[src/rtl/mem_stage_lsu_if.sv]
// Data-memory bus between the memory-stage LSU (master) and the data memory (slave).
// Signal names carry the direction as seen from the LSU.
interface mem_stage_lsu_if;
  logic        dmem_req_o;
  logic        dmem_we_o;
  logic [31:0] dmem_addr_o;
  logic [3:0]  dmem_be_o;
  logic [31:0] dmem_wdata_o;
  logic        dmem_gnt_i;
  logic        dmem_rvalid_i;
  logic [31:0] dmem_rdata_i;

  modport master (
    output dmem_req_o, dmem_we_o, dmem_addr_o, dmem_be_o, dmem_wdata_o,
    input  dmem_gnt_i, dmem_rvalid_i, dmem_rdata_i
  );

  modport slave (
    input  dmem_req_o, dmem_we_o, dmem_addr_o, dmem_be_o, dmem_wdata_o,
    output dmem_gnt_i, dmem_rvalid_i, dmem_rdata_i
  );
endinterface

[src/rtl/mem_stage_lsu.sv]
// Memory-stage load/store unit: issues one req/gnt + rvalid transaction per load/store,
// stalls the pipeline while it is in flight and forms the write-back payload.
module mem_stage_lsu #(
  parameter int unsigned TIMEOUT_CYCLES = 16,
  parameter logic [31:0] RESET_ADDR_VAL = 32'h0
) (
  input  logic                  clk,
  input  logic                  reset,
  input  logic [31:0]           pc_plus4_i,
  input  logic [31:0]           alu_result_i,
  input  logic [31:0]           rs2_i,
  input  logic [1:0]            data_dest_i,
  input  logic [2:0]            lsu_op_i,
  input  logic [4:0]            reg_wr_addr_i,
  input  logic                  reg_wr_sig_i,
  input  logic                  mem_wr_sig_i,
  mem_stage_lsu_if.master       dmem,
  output logic [31:0]           wb_data_o,
  output logic [4:0]            reg_wr_addr_o,
  output logic                  reg_wr_sig_o,
  output logic                  stall_o,
  output logic                  misaligned_o,
  output logic                  bus_err_o
);

  // Counter only needs to reach TIMEOUT_CYCLES-1; the abort happens on that cycle.
  localparam int unsigned CNT_W = (TIMEOUT_CYCLES < 2) ? 1 : $clog2(TIMEOUT_CYCLES);
  localparam logic [CNT_W-1:0] CNT_LAST = CNT_W'(TIMEOUT_CYCLES - 1);
  localparam bit TO_EN = (TIMEOUT_CYCLES != 0);

  typedef enum logic [1:0] {ST_IDLE, ST_REQ, ST_RESP, ST_DONE} state_t;

  state_t           r_state;
  logic [CNT_W-1:0] r_cnt;
  logic [31:0]      r_rdata;
  logic             r_load;
  logic             r_timeout;
  logic             r_uns;
  logic             r_size_b;
  logic             r_size_h;
  logic [1:0]       r_off;
  logic             r_req;
  logic             r_we;
  logic             r_bus_err;
  logic [31:0]      r_addr;
  logic [31:0]      r_wdata;
  logic [3:0]       r_be;

  logic             w_is_store;
  logic             w_is_load;
  logic             w_access;
  logic             w_size_b;
  logic             w_size_h;
  logic             w_misaligned;
  logic [3:0]       w_be;
  logic [31:0]      w_wdata;
  logic [31:0]      w_wb_mux;
  logic [7:0]       w_byte;
  logic [15:0]      w_half;
  logic [31:0]      w_load_ext;
  logic             w_timeout_hit;

  assign w_is_store = mem_wr_sig_i;
  assign w_is_load  = (data_dest_i == 2'b01) && !mem_wr_sig_i;
  assign w_access   = w_is_store || w_is_load;
  assign w_wb_mux   = (data_dest_i == 2'b10) ? pc_plus4_i : alu_result_i;
  assign w_timeout_hit = TO_EN && (r_cnt == CNT_LAST);

  // Access size; unlisted funct3 codes fall through to word.
  always_comb begin
    w_size_b = 1'b0;
    w_size_h = 1'b0;
    case (lsu_op_i)
      3'b000, 3'b100: w_size_b = 1'b1;
      3'b001, 3'b101: w_size_h = 1'b1;
      default: ;
    endcase
  end

  assign w_misaligned = (w_size_h && alu_result_i[0]) ||
                        (!w_size_b && !w_size_h && (alu_result_i[1:0] != 2'b00));

  always_comb begin
    w_be    = 4'b1111;
    w_wdata = rs2_i;
    if (w_size_b) begin
      w_be    = 4'b0001 << alu_result_i[1:0];
      w_wdata = {4{rs2_i[7:0]}};
    end else if (w_size_h) begin
      w_be    = alu_result_i[1] ? 4'b1100 : 4'b0011;
      w_wdata = {2{rs2_i[15:0]}};
    end
  end

  // Lane extraction uses the offset/op latched at issue, not the live inputs.
  always_comb begin
    w_byte = dmem.dmem_rdata_i[7:0];
    case (r_off)
      2'd1:    w_byte = dmem.dmem_rdata_i[15:8];
      2'd2:    w_byte = dmem.dmem_rdata_i[23:16];
      2'd3:    w_byte = dmem.dmem_rdata_i[31:24];
      default: w_byte = dmem.dmem_rdata_i[7:0];
    endcase
    w_half = r_off[1] ? dmem.dmem_rdata_i[31:16] : dmem.dmem_rdata_i[15:0];
    if (r_size_b) begin
      w_load_ext = {{24{w_byte[7] & ~r_uns}}, w_byte};
    end else if (r_size_h) begin
      w_load_ext = {{16{w_half[15] & ~r_uns}}, w_half};
    end else begin
      w_load_ext = dmem.dmem_rdata_i;
    end
  end

  always_ff @(posedge clk or posedge reset) begin
    if (reset) begin
      r_state   <= ST_IDLE;
      r_cnt     <= '0;
      r_rdata   <= 32'h0;
      r_load    <= 1'b0;
      r_timeout <= 1'b0;
      r_uns     <= 1'b0;
      r_size_b  <= 1'b0;
      r_size_h  <= 1'b0;
      r_off     <= 2'b00;
      r_req     <= 1'b0;
      r_we      <= 1'b0;
      r_bus_err <= 1'b0;
      r_addr    <= RESET_ADDR_VAL;
      r_be      <= 4'b0000;
      r_wdata   <= 32'h0;
    end else begin
      r_bus_err <= 1'b0;
      case (r_state)
        ST_IDLE: begin
          if (w_access && !w_misaligned) begin
            r_addr    <= {alu_result_i[31:2], 2'b00};
            r_be      <= w_be;
            r_wdata   <= w_wdata;
            r_we      <= w_is_store;
            r_req     <= 1'b1;
            r_load    <= w_is_load;
            r_off     <= alu_result_i[1:0];
            r_size_b  <= w_size_b;
            r_size_h  <= w_size_h;
            r_uns     <= lsu_op_i[2];
            r_timeout <= 1'b0;
            r_cnt     <= '0;
            r_state   <= ST_REQ;
          end
        end
        ST_REQ: begin
          r_cnt <= r_cnt + CNT_W'(1);
          if (dmem.dmem_gnt_i) begin
            r_req <= 1'b0;
            r_we  <= 1'b0;
            if (!r_load) begin
              r_state <= ST_DONE;
            end else if (dmem.dmem_rvalid_i) begin
              r_rdata <= w_load_ext;
              r_state <= ST_DONE;
            end else begin
              r_state <= ST_RESP;
            end
          end else if (w_timeout_hit) begin
            r_req     <= 1'b0;
            r_we      <= 1'b0;
            r_bus_err <= 1'b1;
            r_timeout <= 1'b1;
            r_state   <= ST_DONE;
          end
        end
        ST_RESP: begin
          r_cnt <= r_cnt + CNT_W'(1);
          if (dmem.dmem_rvalid_i) begin
            r_rdata <= w_load_ext;
            r_state <= ST_DONE;
          end else if (w_timeout_hit) begin
            r_bus_err <= 1'b1;
            r_timeout <= 1'b1;
            r_state   <= ST_DONE;
          end
        end
        ST_DONE: r_state <= ST_IDLE;
        default: r_state <= ST_IDLE;
      endcase
    end
  end

  assign dmem.dmem_req_o   = r_req;
  assign dmem.dmem_we_o    = r_we;
  assign dmem.dmem_addr_o  = r_addr;
  assign dmem.dmem_be_o    = r_be;
  assign dmem.dmem_wdata_o = r_wdata;
  assign bus_err_o         = r_bus_err;
  assign reg_wr_addr_o     = reg_wr_addr_i;

  // Stall and the misalignment flag react to the incoming instruction in the same cycle.
  always_comb begin
    stall_o      = 1'b0;
    misaligned_o = 1'b0;
    reg_wr_sig_o = 1'b0;
    wb_data_o    = w_wb_mux;
    case (r_state)
      ST_IDLE: begin
        if (!w_access) begin
          reg_wr_sig_o = reg_wr_sig_i;
        end else if (w_misaligned) begin
          misaligned_o = ~reset;
        end else begin
          stall_o = ~reset;
        end
      end
      ST_REQ, ST_RESP: stall_o = ~reset;
      ST_DONE: begin
        reg_wr_sig_o = reg_wr_sig_i & ~r_timeout;
        if (r_load) wb_data_o = r_rdata;
      end
      default: ;
    endcase
  end

endmodule

[src/flat_wrapper.sv]
// flat-port wrapper written by rule: the top's interface ports become plain ports
module mem_stage_lsu_flat 
#(
  parameter int unsigned TIMEOUT_CYCLES = 16,
  parameter logic [31:0] RESET_ADDR_VAL = 32'h0
)
  (clk, reset, pc_plus4_i, alu_result_i, rs2_i, data_dest_i, lsu_op_i, reg_wr_addr_i, reg_wr_sig_i, mem_wr_sig_i, wb_data_o, reg_wr_addr_o, reg_wr_sig_o, stall_o, misaligned_o, bus_err_o, dmem_dmem_req_o, dmem_dmem_we_o, dmem_dmem_addr_o, dmem_dmem_be_o, dmem_dmem_wdata_o, dmem_dmem_gnt_i, dmem_dmem_rvalid_i, dmem_dmem_rdata_i);
  mem_stage_lsu_if dmem_i ();
  input  logic clk;
  input  logic reset;
  input  logic [31:0] pc_plus4_i;
  input  logic [31:0] alu_result_i;
  input  logic [31:0] rs2_i;
  input  logic [1:0] data_dest_i;
  input  logic [2:0] lsu_op_i;
  input  logic [4:0] reg_wr_addr_i;
  input  logic reg_wr_sig_i;
  input  logic mem_wr_sig_i;
  output logic [31:0] wb_data_o;
  output logic [4:0] reg_wr_addr_o;
  output logic reg_wr_sig_o;
  output logic stall_o;
  output logic misaligned_o;
  output logic bus_err_o;
  output wire logic [$bits(dmem_i.dmem_req_o)-1:0] dmem_dmem_req_o;
  output wire logic [$bits(dmem_i.dmem_we_o)-1:0] dmem_dmem_we_o;
  output wire logic [$bits(dmem_i.dmem_addr_o)-1:0] dmem_dmem_addr_o;
  output wire logic [$bits(dmem_i.dmem_be_o)-1:0] dmem_dmem_be_o;
  output wire logic [$bits(dmem_i.dmem_wdata_o)-1:0] dmem_dmem_wdata_o;
  input wire logic [$bits(dmem_i.dmem_gnt_i)-1:0] dmem_dmem_gnt_i;
  input wire logic [$bits(dmem_i.dmem_rvalid_i)-1:0] dmem_dmem_rvalid_i;
  input wire logic [$bits(dmem_i.dmem_rdata_i)-1:0] dmem_dmem_rdata_i;
  assign dmem_dmem_req_o = dmem_i.dmem_req_o;
  assign dmem_dmem_we_o = dmem_i.dmem_we_o;
  assign dmem_dmem_addr_o = dmem_i.dmem_addr_o;
  assign dmem_dmem_be_o = dmem_i.dmem_be_o;
  assign dmem_dmem_wdata_o = dmem_i.dmem_wdata_o;
  assign dmem_i.dmem_gnt_i = dmem_dmem_gnt_i;
  assign dmem_i.dmem_rvalid_i = dmem_dmem_rvalid_i;
  assign dmem_i.dmem_rdata_i = dmem_dmem_rdata_i;
  mem_stage_lsu #(.TIMEOUT_CYCLES(TIMEOUT_CYCLES), .RESET_ADDR_VAL(RESET_ADDR_VAL)) u_core (.clk(clk), .reset(reset), .pc_plus4_i(pc_plus4_i), .alu_result_i(alu_result_i), .rs2_i(rs2_i), .data_dest_i(data_dest_i), .lsu_op_i(lsu_op_i), .reg_wr_addr_i(reg_wr_addr_i), .reg_wr_sig_i(reg_wr_sig_i), .mem_wr_sig_i(mem_wr_sig_i), .dmem(dmem_i), .wb_data_o(wb_data_o), .reg_wr_addr_o(reg_wr_addr_o), .reg_wr_sig_o(reg_wr_sig_o), .stall_o(stall_o), .misaligned_o(misaligned_o), .bus_err_o(bus_err_o));
endmodule
[config.mk]
export PLATFORM = sky130hd
export DESIGN_NAME = mem_stage_lsu_flat
export DESIGN_NICKNAME = d
export VERILOG_FILES = /design/src/rtl/mem_stage_lsu_if.sv /design/src/rtl/mem_stage_lsu.sv /design/src/flat_wrapper.sv
export SDC_FILE = /design/constraint.sdc
export NUM_CORES = 1
export LEC_CHECK = 0
export BUFFER_PORTS_ARGS = -buffer_cell sky130_fd_sc_hd__buf_2
export CORE_MARGIN = 2
export CORE_UTILIZATION = 55
export CTS_BUF_LIST = sky130_fd_sc_hd__clkbuf_8
export DETAILED_ROUTE_END_ITERATION = 10
export PLACE_DENSITY = 0.95
export SYNTH_ARGS = -nofsm -noshare
export SYNTH_HDL_FRONTEND = slang
export SYNTH_SLANG_ARGS = --single-unit
[constraint.sdc]
create_clock -name clk -period 10.26 [get_ports clk]
set_input_delay 1.026 -clock clk [delete_from_list [all_inputs] [get_ports clk]]
set_output_delay 1.026 -clock clk [all_outputs]
set_load 0.03 [all_outputs]
After elaboration in Yosys (flattened, before gate mapping)
Index checks and enable logic that the tools add are counted.

Bits in writable memories: 0. Latch bits: 0. Bits in read-only memories: 0. Logic and storage cells: 117. Memories: 0. Input bits: 144. Flip-flop bits (word level): 114.

Magnitude comparators: 0. $mul: 0. Shift-type cells: 1. Reduce and logical (&&, ||, !) cells: 26. $add $sub $neg: 1. Eq/ne operators: 18. Bitwise logic cells: 6. Div/mod/pow operators: 0. Multiplexer cells: 50.

Operators with widths (count): 32-bit 2-to-1 mux (10); 32-bit one-hot mux with 2 select lines (1); 8-bit one-hot mux with 3 select lines (1); 1-bit 2-to-1 mux (20); 16-bit 2-to-1 mux (1); 4-bit 2-to-1 mux (4); 2-bit == test (second input constant) (5); 2-bit 2-to-1 mux (5); 1-bit one-hot mux with 2 select lines (5); 2-bit one-hot mux with 4 select lines (1); 4-bit one-hot mux with 2 select lines (1); 2-bit nonzero test (4); 2-bit by 1-bit == test with 1-bit output (second input constant) (3); 3-bit == test (second input constant) (2); 2-bit inequality test (second input constant) (3); 3-bit AND reduction (2); 2-bit OR reduction (3); 1-bit logical AND (5); 4-bit by 1-bit adder with 4-bit output (second input constant) (1); 4-bit == test (second input constant) (1); 1-bit logical NOT (4); 2-bit by 1-bit inequality test with 1-bit output (second input constant) (2); 2-bit AND reduction (2); 4-bit AND reduction (1); other kinds (10) (15).

Logic depth before layout (Yosys ltp)
Gate-level depths: netlist of run 1.

Depth in word-level cells: 11. Depth in mapped cells: 8.

Worst setup path before layout of run 1
Ideal clock, no wire load.

Path kind: input port to output port. Start: input alu_result_i[1]. End: output stall_o. Stages on the path: 5. Path buffers: 2. Data required time: 9.234 ns. Arrival time: 2.493 ns. Path slack: 6.741 ns. Cells stage by stage: buf_4 nand2_1 o2111ai_4 buf_6 a211oi_1.

Cells in the longest elaborated chain, start to end: 6.

Ends and longest elaborated chain: start, declared (RTL line flat_wrapper.sv:12) `input logic [31:0] alu_result_i;`; 2-bit nonzero test (RTL line mem_stage_lsu.sv:81) `(!w_size_b && !w_size_h && (alu_result_i[1:0] != 2'b00));`; 1-bit logical AND (RTL line mem_stage_lsu.sv:81); 1-bit logical OR (RTL line mem_stage_lsu.sv:80) `assign w_misaligned = (w_size_h && alu_result_i[0]) ||`; 1-bit 2-to-1 mux (RTL line mem_stage_lsu.sv:207) `end else if (w_misaligned) begin`; 1-bit 2-to-1 mux (RTL line mem_stage_lsu.sv:205) `if (!w_access) begin`; 1-bit one-hot mux with 2 select lines (RTL line mem_stage_lsu.sv:203) `case (r_state)`; end, declared (RTL line flat_wrapper.sv:22) `output logic stall_o;`.

Every way passes these cells.

Final worst setup path of run 1
Start: input lsu_op_i[1]. End: output stall_o.

Cells in the longest elaborated chain, start to end: 10. Elaborated cells between the ends (all ways): 17. Classes of those cells: eq/ne: 3; mux: 5; reduce/logical: 9.

Ends and longest elaborated chain: start, declared (RTL line flat_wrapper.sv:15) `input logic [2:0] lsu_op_i;`; 3-bit == test (tied with other cells) (RTL line mem_stage_lsu.sv:73) `case (lsu_op_i)`; 2-bit OR reduction (RTL line mem_stage_lsu.sv:73); 1-bit 2-to-1 mux (RTL line mem_stage_lsu.sv:73); 1-bit logical NOT (RTL line mem_stage_lsu.sv:81); 1-bit logical AND (2 in a row) (RTL line mem_stage_lsu.sv:81); 1-bit logical OR * (RTL line mem_stage_lsu.sv:80); 1-bit 2-to-1 mux * (RTL line mem_stage_lsu.sv:207); 1-bit 2-to-1 mux * (RTL line mem_stage_lsu.sv:205); 1-bit one-hot mux with 2 select lines * (RTL line mem_stage_lsu.sv:203).

Every way passes the cells marked *; elsewhere a longest branch is shown, timed or not.

==> impl_metrics.csv, run 1 <==
group,metric,value,unit
outcome,status,"finished clean",
setup_path,worst-path-max-fanout,30,
grt,grt_use_met1,33.46,%
synthesis,synth_top_flop_cell,"dfrtp_1",
setup_path,worstSetupStartpointType,"primary input",
clock_tree,cts_tree,"yes",
timing,maxSlewViolCount,0,
grt,grt_util_met3,7.451,%
synthesis,syn_avg_cell_area,10.50,um2
grt,grt_pass1_vias,5522,
finish,area_growth,22.07,%
grt,grt_pass1_wl,27610,um
synthesis,ys_warn_count,0,
placement,placed_cells,949,
synthesis,async_flop_share,100.0,%
detailed_routing,vias_per_cell,5.726,
detailed_routing,ant_nets,0,
clock_tree,clock_path_buffers,2,
synthesis,ys_types,54,
job,cap_violations,0,
floorplan,dieArea,12670,um2
setup_path,crit_path_end_kind,"output port",
placement,io_buffers,242,
power,p_leak,3.885,nW
synthesis,synth_edf_count,0,
timing,timing.final.crit_share,36.85,%
timing,period_needed,3.781,ns
clock_tree,cts-buffers-inserted,17,
setup_path,worstPathRequired,9.23,ns
clock_tree,cts_num_sinks,114,
grt,grt.met2_usage,45.67,%
setup_path,path_class,"primary input to output port",
timing,slew_headroom,16.33,%
worst_hold_path,hold_path.class,"register to register",
grt,grt_max_degree,78,
grt,top_usage_layer,"met2",
placement,gp_congestion,0.8845,
grt,grt_overflow,0,
floorplan,core-area,11470,um2
floorplan,pin_count,255,
detailed_routing,wl,17190,um
floorplan,start_util,56.52,%
timing,rsz0062_at_grt,"no",
timing,fmax,264.5,MHz
finish,instances_no_fill,980,
detailed_routing,drc,0,
timing,clock_skew,0.009731,ns
timing,tns,0,ns
power,cellPowerDensity,310.4,nW/um2
timing,max_slew.worst_pin.slew,1.255,ns
clock_tree,ctsHtreeMaxLevel,4,
placement,dp_hpwl,12560,um
detailed_routing,wl_per_cell,17.54,um
clock_tree,cts.repair.resized,0,
detailed_routing,first_iter_violations,474,
synthesis,ys_seq_elements,114,
finish,fill_cells,854,
detailed_routing,first_pass_iters,7,
finish,antenna_cells,0,
detailed_routing,via_count,5611,
clock_tree,holdBufCountCts,0,
power,vdd_ir_drop_max,187.4,uV
floorplan,rows,39,
synthesis,syn_area,6481,um2
timing,final-hold-violation-count,0,
grt,track_usage,27.52,%
clock_tree,cts_setup_buffers,0,
setup_path,cp.arrival,2.76,ns
floorplan,die_x,112.6,um
timing,finalSetupViolCount,0,
setup_path,rrSetupSlack,7.51,ns
clock_tree,clkLatencyLatePin,0.44,ns
clock_tree,root_buffer,"clkbuf_8",
finish,fin_nets,975,
synthesis,synth_cells,617,
clock_tree,clk_pin_slew_worst_paths,0.07,ns
grt,antenna_found_initial,0,
floorplan,die_y,112.6,um
synthesis,ys_seq_area_share,44.02,%
finish,drive_above_1_share,41.46,%
## state kept, by name, indices dropped and copies added, names as in the netlist
register,cells
u_core.dmem.dmem_wdata_o,32
u_core.r_state,2
u_core.dmem.dmem_req_o,1
u_core.bus_err_o,1
u_core.r_uns,1
u_core.r_size_h,1
u_core.dmem.dmem_be_o,4
u_core.r_rdata,32
u_core.r_cnt,4
u_core.r_off,2
u_core.r_timeout,1
u_core.r_size_b,1
u_core.dmem.dmem_addr_o,30
u_core.r_load,1
u_core.dmem.dmem_we_o,1
## critical path, stage by stage
cell       delay [ns]
buf_2            0.31
o21ai_4          0.28
o2111ai_4        0.50
a211oi_1         0.39
buf_2            0.24
## through the flow
stage | util, % | hold WS (ns) | setup slack, ns | instance area [um2] | power [W]
finish | 68.99 | 0.4770 | 6.479 | 7911 | 0.002455
global route | 68.99 | 0.4976 | 6.335 | 7911 | 0.002598
CTS | 68.99 | 0.4834 | 6.476 | 7911 | 0.002463
detailed placement | 65.71 | 0.4673 | 6.466 | 7535 | 0.002051
global placement | 65.71 | 0.4548 | 6.519 | 7535 | 0.002013
floorplan | - | 0.4704 | 6.218 | 6485 | 0.001738
## layer usage
metal / routed length (um) / share of wire [%] / up-vias
li1: - / - / 2602
met1: 6757 / 39 / 2649
met2: 8434 / 49 / 308
met3: 1339 / 7.8 / 52
met4: 660 / 3.8 / 0
met5: 0 / 0 / -
## kinds of logic (layout without fill, tap and decap cells)
kind of cell               Yosys count  after routing  synth area share [%]
xor gates and xnor gates             1              1                0.1352
other                                1              2               0.05786
muxes                              126            126                 22.53
and+or+nand+nor                    146            146                 10.39
DFF                                114            114                 44.02
AOI/OAI and AO/OA                  155            155                 15.46
adders and majority gates            6              6                 1.158
buffers and inverters               68            287                 6.255
## cell usage in the layout, fill, tap and decap left out, types with 2 or more instances in the layout
| cell type | count |
|---|---|
| nor2_1 | 11 |
| nand3b_1 | 2 |
| buf_4 | 2 |
| bufinv_16 | 2 |
| mux2i_1 | 66 |
| a221o_1 | 2 |
| o22a_1 | 24 |
| inv_1 | 11 |
| a21oi_1 | 38 |
| dfrtp_1 | 114 |
| nand2_1 | 86 |
| nand3_1 | 8 |
| o31ai_1 | 3 |
| o2bb2ai_1 | 2 |
| clkinvlp_4 | 2 |
| clkbuf_8 | 19 |
| mux4_2 | 7 |
| o32ai_1 | 2 |
| mux2_4 | 9 |
| and2_1 | 4 |
| or3_1 | 2 |
| o21ai_0 | 65 |
| ha_1 | 6 |
| conb_1 | 2 |
| clkinv_2 | 8 |
| buf_2 | 242 |
| o21ai_4 | 2 |
| a211oi_1 | 3 |
| o211ai_1 | 2 |
| and3_1 | 4 |
| mux2_2 | 43 |
| nand2b_1 | 20 |
## cells in the mapped netlist, types with 8 or more instances
master / instances / area [um2]
nor2_1: 11 / 41.29
mux2_2: 43 / 484.2
a21oi_1: 38 / 190.2
dfrtp_1: 114 / 2853
inv_1: 12 / 45.04
clkbuf_1: 15 / 56.30
nand2_1: 86 / 322.8
o21ai_0: 65 / 325.3
o22a_1: 24 / 210.2
buf_6: 12 / 135.1
nand3_1: 8 / 40.04
buf_2: 17 / 85.08
mux2_4: 9 / 135.1
mux2i_1: 66 / 660.6
buf_4: 10 / 75.07
nand2b_1: 20 / 125.1
## layout make-up
type | instances | area [um2] | share of cell area [%]
Multi-Input combinational cell | 436 | 3229 | 40.82
Sequential cell | 114 | 2853 | 36.06
Timing Repair Buffer | 244 | 1226 | 15.50
Clock buffer | 19 | 261.5 | 3.305
Tap cell | 143 | 178.9 | 2.262
Clock inverter | 12 | 115.1 | 1.455
Inverter | 12 | 47.55 | 0.6010
## where the power goes
part	switching (W)	internal, W
logic	0.000741	0.000467
registers	0.000171	0.000670
clock network	0.000182	0.000223
## final timing paths
kind,cells past startpoint,endpoint,from
setup / recovery,5,stall_o,lsu_op_i[1]
min in group asynchronous,2,u_core.dmem.dmem_wdata_o[21],reset
hold reg to reg,2,u_core.dmem.dmem_wdata_o[23],u_core.dmem.dmem_wdata_o[23]
setup reg to reg,6,u_core.r_rdata[26],u_core.r_state[1]
max in group asynchronous,3,u_core.dmem.dmem_addr_o[15],reset
hold / removal,2,u_core.dmem.dmem_wdata_o[23],u_core.dmem.dmem_wdata_o[23]
Power figures use the tool's default switching activity.
==> run 2: changes to the inputs <==
Settings changed: CORE_UTILIZATION 55 to 51, PLACE_DENSITY 0.95 to 0.91.
Clock period 10.26 ns to 3.6 ns, I/O delays scaled along.
==> run 2 against run 1 <==
Compared with the run above:
- sequential power rose to 2.8 times the previous value
- largest cell class unchanged
- cell count grew 3.7%
- clock-buffer cell count shrank 2
- critical path depth grew 1
- utilization fell by 5.1 points
- worst setup slack lost 5.6 ns
- register-to-register slack got worse by 6.2 ns
- via count is 2.0% higher
- sequential share of layout area is 0.41 points lower
- sequential cell count is the same
- die area grew 7.6%
- wire length up 5.8%
==> impl_metrics.csv, run 2 (same netlist as run 1, synthesis figures left out) <==
group,metric,value,unit
outcome,status,"finished clean",
clock_tree,ctsHtreeMaxLevel,4,
timing,tns,0,ns
timing,setup_ws,0.8584,ns
job,cap_violations,0,
grt,antenna_found_initial,1,
power,intPower,0.003861,W
floorplan,dieArea,13630,um2
timing,final-hold-violation-count,0,
timing,max_slew.worst_pin.slew,1.009,ns
timing,maxSlewViolCount,0,
grt,grt_pass1_vias,5551,
clock_tree,cts.repair.resized,0,
placement,dp_hpwl,13170,um
floorplan,die_x,116.7,um
grt,grt_pass1_wl,27860,um
setup_path,worstPathRequired,3.24,ns
power,netSwitchingPower,0.003162,W
setup_path,crit_path_end_kind,"output port",
setup_path,path_class,"register to output port",
finish,drive_above_1_share,41.64,%
detailed_routing,wl,18190,um
power,seqPwrFrac,33.6,%
floorplan,die_y,116.7,um
clock_tree,cts-buffers-inserted,17,
timing,period_needed,2.742,ns
finish,area_growth,23.47,%
detailed_routing,vias_per_cell,5.633,
finish,fin_nets,981,
finish,final_common_cell,"buf_2",
placement,gp_congestion,0.9297,
power,pwr-share-clk,16.1,%
setup_path,cp.arrival,2.38,ns
timing,clock_skew,0.01123,ns
finish,final_cell_mix,"242 x buf_2, 114 x dfrtp_1, 86 x nand2_1, 66 x mux2i_1, 65 x o21ai_0",
power,combPwrFrac,50.4,%
finish,fill_cells,1048,
floorplan,core-area,12520,um2
detailed_routing,first_iter_violations,433,
power,swShare,45.03,%
clock_tree,cts_tree,"yes",
clock_tree,cts_setup_buffers,0,
setup_path,worstSetupStartpointType,"register",
floorplan,rows,41,
detailed_routing,first_pass_iters,5,
power,cellPowerDensity,877.6,nW/um2
timing,slew_headroom,32.74,%
clock_tree,clkLatencyLatePin,0.44,ns
clock_tree,cts_num_sinks,114,
clock_tree,clk_pin_slew_worst_paths,0.07,ns
finish,seq_area,2853,um2
timing,fmax,364.8,MHz
finish,multi_input_comb_area,3229,um2
clock_tree,holdBufCountCts,0,
detailed_routing,drc,0,
detailed_routing,wl_per_cell,17.90,um
floorplan,pin_count,255,
timing,finalSetupViolCount,0,
grt,grt_overflow,0,
setup_path,worst-path-max-fanout,34,
clock_tree,clock_path_buffers,2,
grt,grt_max_degree,92,
power,vdd_ir_drop_max,559.2,uV
clock_tree,root_buffer,"clkbuf_8",
placement,place_ws,1.275,ns
worst_hold_path,hold_path.class,"primary input to asynchronous set/reset pin",
detailed_routing,ant_nets,0,
timing,timing.final.crit_share,76.16,%
power,p_leak,3.920,nW
grt,track_usage,26.74,%
timing,rsz0062_at_grt,"no",
detailed_routing,via_count,5723,
floorplan,start_util,51.78,%
placement,io_buffers,242,
-- run 2: path summary, 6_finish.rpt --
check	startpoint	end	slack (ns)	cells past startpoint
max in group asynchronous	reset	u_core.r_rdata[22]	2.82	3
hold reg to reg	u_core.dmem.dmem_wdata_o[9]	u_core.dmem.dmem_wdata_o[9]	0.47	2
setup / recovery	u_core.r_state[0]	wb_data_o[12]	0.86	6
hold / removal	reset	u_core.bus_err_o	0.009	2
min in group clk	lsu_op_i[2]	u_core.r_uns	0.16	2
setup reg to reg	u_core.r_state[1]	u_core.r_rdata[7]	1.30	6
-- run 2: worst max-delay path, stage by stage, from the launching register on --
cell and delay (ns):
dfrtp_1 0.43, ha_1 0.22, and2_2 0.53, buf_4 0.31
nand2_1 0.13, o21ai_0 0.09, buf_2 0.22
-- run 2: routing by layer --
layer	global-route usage (%)	vias to the layer above	share of wire [%]	wire, um
li1	-	2627	-	-
met1	31.97	2742	40	7216
met2	43.78	295	48	8747
met3	6.798	59	8.1	1482
met4	15.69	0	4.1	739
met5	0	-	0	0
-- run 2: final cells by class --
class	instances	area share, %
diodes	1	0.03127
multi-input cells	436	40.35
clock inverters	14	1.563
inverters	12	0.5941
well taps	172	2.689
flip-flops and latches	114	35.65
repair buffers	250	16.20
clock buffers	17	2.924
-- run 2: power by group through the flow --
stage	logic, W	registers [W]	clock network (W)
2_1_floorplan	0.00198	0.00298	0
3_3_place_gp	0.00345	0.00232	0
3_5_place_dp	0.00354	0.00236	0
4_1_cts	0.00355	0.00235	0.00114
5_1_grt	0.00379	0.00244	0.00119
6_report	0.00354	0.00236	0.00113
-- run 2: metrics by stage --
stage | power (W) | cells | utilization, % | hold WS (ns) | area, um2
after floorplan | 0.004954 | 618 | - | 0.4704 | 6485
after global placement | 0.005774 | 984 | 61.05 | 0.4564 | 7641
after detailed placement | 0.005895 | 984 | 61.05 | 0.4674 | 7641
after CTS | 0.007036 | 1015 | 63.91 | 0.01690 | 8000
after global routing | 0.007428 | 1016 | 63.93 | 0.06202 | 8003
final | 0.007023 | 1016 | 63.93 | 0.009288 | 8003
